<file path="src/rtl/cpu_pkg.sv">
// Shared CPU front-end definitions: fetch FSM state encoding, next-PC select
// encodings and the default reset PC.
package cpu_pkg;

  localparam int unsigned XLEN = 32;

  localparam logic [XLEN-1:0] RESET_PC_DEFAULT = 32'h0000_0000;

  typedef enum logic [1:0] {
    ST_IDLE  = 2'b00,
    ST_FETCH = 2'b01,
    ST_HOLD  = 2'b10,
    ST_ERR   = 2'b11
  } fetch_state_t;

  typedef enum logic [1:0] {
    PCSRC_SEQ = 2'b00,
    PCSRC_BR  = 2'b01,
    PCSRC_JR  = 2'b10,
    PCSRC_J   = 2'b11
  } pcsrc_t;

endpackage

</file>
<file path="src/rtl/npc_mux.sv">
// Stateless next-PC selection: sequential, branch, register jump or
// pseudo-direct jump target, all mod 2^32.
module npc_mux (
  input  logic [31:0] i_pc,
  input  logic [1:0]  i_pcsrc,
  input  logic [31:0] i_imm_ext,
  input  logic [31:0] i_rs_data,
  input  logic [25:0] i_jidx,
  output logic [31:0] o_pc4,
  output logic [31:0] o_npc
);
  import cpu_pkg::*;

  logic [31:0] w_pc4;

  assign w_pc4 = i_pc + 32'd4;
  assign o_pc4 = w_pc4;

  always_comb begin
    o_npc = w_pc4;
    case (pcsrc_t'(i_pcsrc))
      PCSRC_BR: o_npc = w_pc4 + (i_imm_ext << 2);
      PCSRC_JR: o_npc = i_rs_data;
      PCSRC_J:  o_npc = {w_pc4[31:28], i_jidx, 2'b00};
      default:  o_npc = w_pc4;
    endcase
  end

endmodule

</file>
<file path="src/rtl/pc_fetch.sv">
// Instruction fetch unit: owns the PC, issues instruction memory reads, holds
// the fetched word until execute retires it, and traps misaligned jr targets.
module pc_fetch #(
  parameter logic [31:0] RESET_PC = cpu_pkg::RESET_PC_DEFAULT
) (
  input  logic        Clk,
  input  logic        Reset,
  input  logic [1:0]  Pcsrc,
  input  logic [31:0] Imm_ext,
  input  logic [31:0] Rs_data,
  input  logic        Exec_done,
  output logic        Imem_req,
  output logic [31:0] Imem_addr,
  input  logic        Imem_ack,
  input  logic [31:0] Imem_rdata,
  output logic [31:0] Inst,
  output logic        Inst_valid,
  output logic [31:0] Pc,
  output logic [31:0] Pc4,
  output logic        Addr_err,
  output logic [31:0] Inst_cnt
);
  import cpu_pkg::*;

  fetch_state_t r_state;
  logic [31:0]  r_pc;
  logic [31:0]  r_inst;
  logic [31:0]  r_inst_cnt;
  logic         r_inst_valid;
  logic         r_addr_err;
  logic         r_imem_req;

  logic [31:0]  w_npc;
  logic [31:0]  w_pc4;
  logic         w_jr_misaligned;

  npc_mux u_npc_mux (
    .i_pc      (r_pc),
    .i_pcsrc   (Pcsrc),
    .i_imm_ext (Imm_ext),
    .i_rs_data (Rs_data),
    .i_jidx    (r_inst[25:0]),
    .o_pc4     (w_pc4),
    .o_npc     (w_npc)
  );

  assign w_jr_misaligned = (pcsrc_t'(Pcsrc) == PCSRC_JR) && (Rs_data[1:0] != 2'b00);

  // Imem_req is registered alongside the state so it is high exactly in FETCH.
  always_ff @(posedge Clk or posedge Reset) begin
    if (Reset) begin
      r_state      <= ST_IDLE;
      r_pc         <= RESET_PC;
      r_inst       <= 32'd0;
      r_inst_valid <= 1'b0;
      r_addr_err   <= 1'b0;
      r_inst_cnt   <= 32'd0;
      r_imem_req   <= 1'b0;
    end else begin
      case (r_state)
        ST_IDLE: begin
          r_state    <= ST_FETCH;
          r_imem_req <= 1'b1;
        end
        ST_FETCH: begin
          if (Imem_ack) begin
            r_inst       <= Imem_rdata;
            r_inst_valid <= 1'b1;
            r_imem_req   <= 1'b0;
            r_state      <= ST_HOLD;
          end
        end
        ST_HOLD: begin
          if (Exec_done) begin
            r_inst_valid <= 1'b0;
            if (w_jr_misaligned) begin
              r_addr_err <= 1'b1;
              r_state    <= ST_ERR;
            end else begin
              r_pc       <= w_npc;
              r_inst_cnt <= r_inst_cnt + 32'd1;
              r_imem_req <= 1'b1;
              r_state    <= ST_FETCH;
            end
          end
        end
        ST_ERR: begin
          r_imem_req <= 1'b0;
          r_addr_err <= 1'b1;
        end
        default: begin
          r_state    <= ST_IDLE;
          r_imem_req <= 1'b0;
        end
      endcase
    end
  end

  assign Imem_req   = r_imem_req;
  assign Imem_addr  = r_pc;
  assign Inst       = r_inst;
  assign Inst_valid = r_inst_valid;
  assign Pc         = r_pc;
  assign Pc4        = w_pc4;
  assign Addr_err   = r_addr_err;
  assign Inst_cnt   = r_inst_cnt;

endmodule

</file>
<file path="config.mk">
export PLATFORM = sky130hd
export DESIGN_NAME = pc_fetch
export DESIGN_NICKNAME = d
export VERILOG_FILES = /design/src/rtl/cpu_pkg.sv /design/src/rtl/npc_mux.sv /design/src/rtl/pc_fetch.sv
export SDC_FILE = /design/constraint.sdc
export NUM_CORES = 1
export LEC_CHECK = 0
export ABC_AREA = 1
export BUFFER_PORTS_ARGS = -buffer_cell sky130_fd_sc_hd__buf_2
export CAP_MARGIN = 20
export CORE_MARGIN = 2
export CORE_UTILIZATION = 40
export DETAILED_ROUTE_END_ITERATION = 8
export GPL_TIMING_DRIVEN = 0
export PLACE_DENSITY_LB_ADDON = 0.12
export REMOVE_ABC_BUFFERS = 1
export SETUP_SLACK_MARGIN = 0.2
export SYNTH_ARGS = -nofsm -noshare
export SYNTH_HDL_FRONTEND = slang
export SYNTH_HIERARCHICAL = 1
export SYNTH_SLANG_ARGS = --single-unit
</file>
<file path="constraint.sdc">
create_clock -name Clk -period 3.4 [get_ports Clk]
set_input_delay 0.68 -clock Clk [delete_from_list [all_inputs] [get_ports Clk]]
set_output_delay 0.68 -clock Clk [all_outputs]
set_load 0.1 [all_outputs]
</file>
==> run_results.csv <==
group,metric,value,unit
route,vias,9281,
timing,finalSetupViolCount,0,
place,dp_slack,-0.133,ns
grt,track_usage,25.2,%
synth,synthMuxAreaShare,4.10,%
synth,netlist_area,0.00880,mm^2
place,io_buffers,262,
critical_path,arrival,2.45,ns
cts,cts_tree,"built",
critical_path,cp-start-kind,"flop",
critical_path,cp_slowest_cell,"dfrtp_1",
grt,grt_remaining_overflow,0,
route,ant_nets,0,
route,routed_wl,30200,um
timing,clock_skew,0.0168,ns
critical_path,rr_worst_depth,20,
cts,htreeDepth,3,
critical_path,reg2reg_to,"Imem_addr[26]",
floorplanning,ios,265,
timing,slew_headroom,34.8,%
cts,root_buffer,"clkbuf_16",
synth,ys_warn_count,6,
critical_path,path_cells,"nand2_2, inv_2, nand2_4, nor2_4, nand2_4, nor3_4, nand2_2, xnor2_4, buf_4",
route,drt_first_iter_violations,568,
cells_and_area,area_growth,27.6,%
cts,insertion_delay,0.36,ns
timing,finalCriticalPeriod,3.13,ns
synth,synth_edf_count,0,
floorplanning,initial_utilization,40.6,%
synth,synth_commonest_cells,"nand2_1 (512), inv_1 (153), nor2_1 (104), dfrtp_1 (101), nand3_1 (79)",
floorplanning,die_x,152,um
floorplanning,dieArea,0.0232,mm^2
floorplanning,die_h,152,um
grt,grt_pass1_vias,8518,
timing,final-hold-violation-count,0,
floorplanning,core.rowCount,54,
place,dp_hpwl,23400,um
synth,avgSynthCellArea,6.69,um^2
cts,clk_path_buf_depth,2,
synth,synth_xor_xnor_area_share,3.44,%
critical_path,crit_buf_inv,2,
cts,cts_sinks,101,
route,avgRoutedWirePerCell,16.3,um
synth,ys_seq_area_share,28.7,%
synth,synth.distinct_cells,47,
grt,antenna_found_initial,1,
cells_and_area,final_cells,1850,
critical_path,path_delay_family,"simple AND/OR/NAND/NOR gates",
critical_path,worstPathMaxFanout,6,
place,dp.cells,1804,
place,place_congestion,0.918,
synth,yosys.area_share.simple,41.5,%
timing,slew_viol_final,0,
critical_path,slowest_delay,0.49,ns
critical_path,cp.required,2.72,ns
timing,period_share,92.2,%
synth,synth_top_area_share,28.7,%
cells_and_area,drive_above_1_share,32.8,%
route,viasPerCell,5.02,
critical_path,rr_startpoint,"Imem_addr[5]",
cts,clkTransAtPathRegs,0.08,ns
synth,synth_fa_ha_area_share,5.77,%
cells_and_area,design_area,0.0112,mm^2
grt,grt_max_degree,63,
status,status,"finished clean",
cells_and_area,nets,1706,
place,place_area,0.0102,mm^2
synth,synth.top_cells.by_area,"dfrtp_1 (29%), nand2_1 (22%), inv_1 (6.5%), ha_1 (5.5%), nand3_1 (4.5%)",
route,post-route-drc-count,0,
timing,fmax,319,MHz
synth,async_reset_ff_share,100,%
grt,grt_pass1_wl,46400,um
timing,setup_slack,0.266,ns
synth,synthFlopType,"dfrtp_1",
route,first_pass_iters,6,
floorplanning,core,0.0217,mm^2
synth,synth_top_cell_by_area,"dfrtp_1",
synth,synth_compound_area_share,5.08,%
cts,numCtsBuffers,9,
synth,yosys.cell_count.top_type,"nand2_1",
synth,synth_top_family_by_area,"simple AND/OR/NAND/NOR gates",
critical_path,worstSetupEndpointType,"output port",
critical_path,r2r_setup_slack,0.30,ns
run,drv_cap,0,
min_path,hold_class,"in2async",
timing,worst_pin_slew,0.973,ns
timing,hold_slack,0.375,ns
critical_path,critical_path_class,"reg2out",
timing,rsz0062_at_grt,"yes",
synth,syn_inst,1316,
critical_path,critical_path_depth,9,
synth,ys_ff_latch,101,
placed cells by master (no fill, tap or decap), types with 9 or more instances in the layout:
master / instances
nand2_2: 29
clkbuf_16: 9
ha_4: 9
inv_2: 9
nand3_1: 73
inv_1: 150
nor2_2: 15
dfrtp_2: 18
buf_2: 258
mux2_2: 32
nand3b_1: 20
dfrtp_1: 83
buf_4: 32
nand2_1: 494
xor2_2: 10
ha_1: 28
o21ai_0: 18
nor2_1: 88
a22o_1: 14
nor2_4: 21
a21oi_1: 18
nand3_2: 12
nand4_1: 24
xor2_1: 9
repair_timing:
action	4_1_cts	5_1_grt
resized for setup	27	97
pin swaps	0	20
hold buffers	0	0
setup buffers	4	25
setup endpoints to repair	25	29
state kept, by name, indices dropped and copies added (netlist names):
signal	count
Inst_valid	1
Imem_req	1
Addr_err	1
Inst	32
Imem_addr	32
Inst_cnt	32
r_state	2
routing by layer:
metal  wire (um)  global-route usage [%]  share of wire, %  vias to the layer above
met4         609                    6.05               2.0                        0
met3        1790                    3.67               5.9                       35
li1            -                       -                 -                     4601
met2       14100                    41.4                47                      304
met1       13700                    35.0                45                     4341
met5           0                       0                 0                        -
worst reg2reg max path, stage by stage (launching register included):
cell and delay [ns]:
dfrtp_1 0.49, nand2_2 0.14, inv_2 0.12, nand2_4 0.07, nor2_4 0.15, nand2_4 0.10, nor3_4 0.25, nand2_2 0.13
xnor2_4 0.21, ha_4 0.35, nand2_4 0.09, nor2_4 0.10, inv_2 0.07, nor3_4 0.16, nand3_2 0.14, nand3_1 0.10
nand2_1 0.05, nand3_1 0.09, nand3b_1 0.10, nand2_1 0.07, nand2_1 0.05
how the worst max path moves through the flow:
stage | end | from
global route | Imem_addr[26] | Imem_addr[3]
finish | Pc4[20] | Imem_addr[5]
global placement | Inst[24] | Reset
CTS | Imem_addr[15] | Imem_addr[7]
floorplan | Imem_addr[28] | Imem_addr[2]
detailed placement | Imem_addr[15] | Imem_addr[2]
stage by stage:
stage	setup TNS [ns]	utilization (%)
after floorplan	-93.91	-
after global placement	-155.52	46.4
after detailed placement	-0.214	46.9
after CTS	0	48.9
after global routing	0	51.8
final	0	51.8
kinds of logic after synthesis:
family / count (synthesis)
adder cells (fa/ha/maj): 40
multiplexers: 32
flip-flops: 101
buffers and inverters: 220
XOR/XNOR: 32
AND/OR/NAND/NOR: 819
AO/OA/AOI/OAI: 72
layout make-up:
class / count / area, um^2
fillers: 2216 / 10500
flip-flops and latches: 101 / 2550
multi-input cells: 995 / 5810
clock buffers: 11 / 243
diodes: 1 / 2.50
repair buffers: 294 / 1610
well taps: 280 / 350
clock inverters: 5 / 42.5
inverters: 163 / 617
Power is left out: the tool's default activity adds up to more than one toggle a clock period on the data nets, which glitch-free logic cannot reach.
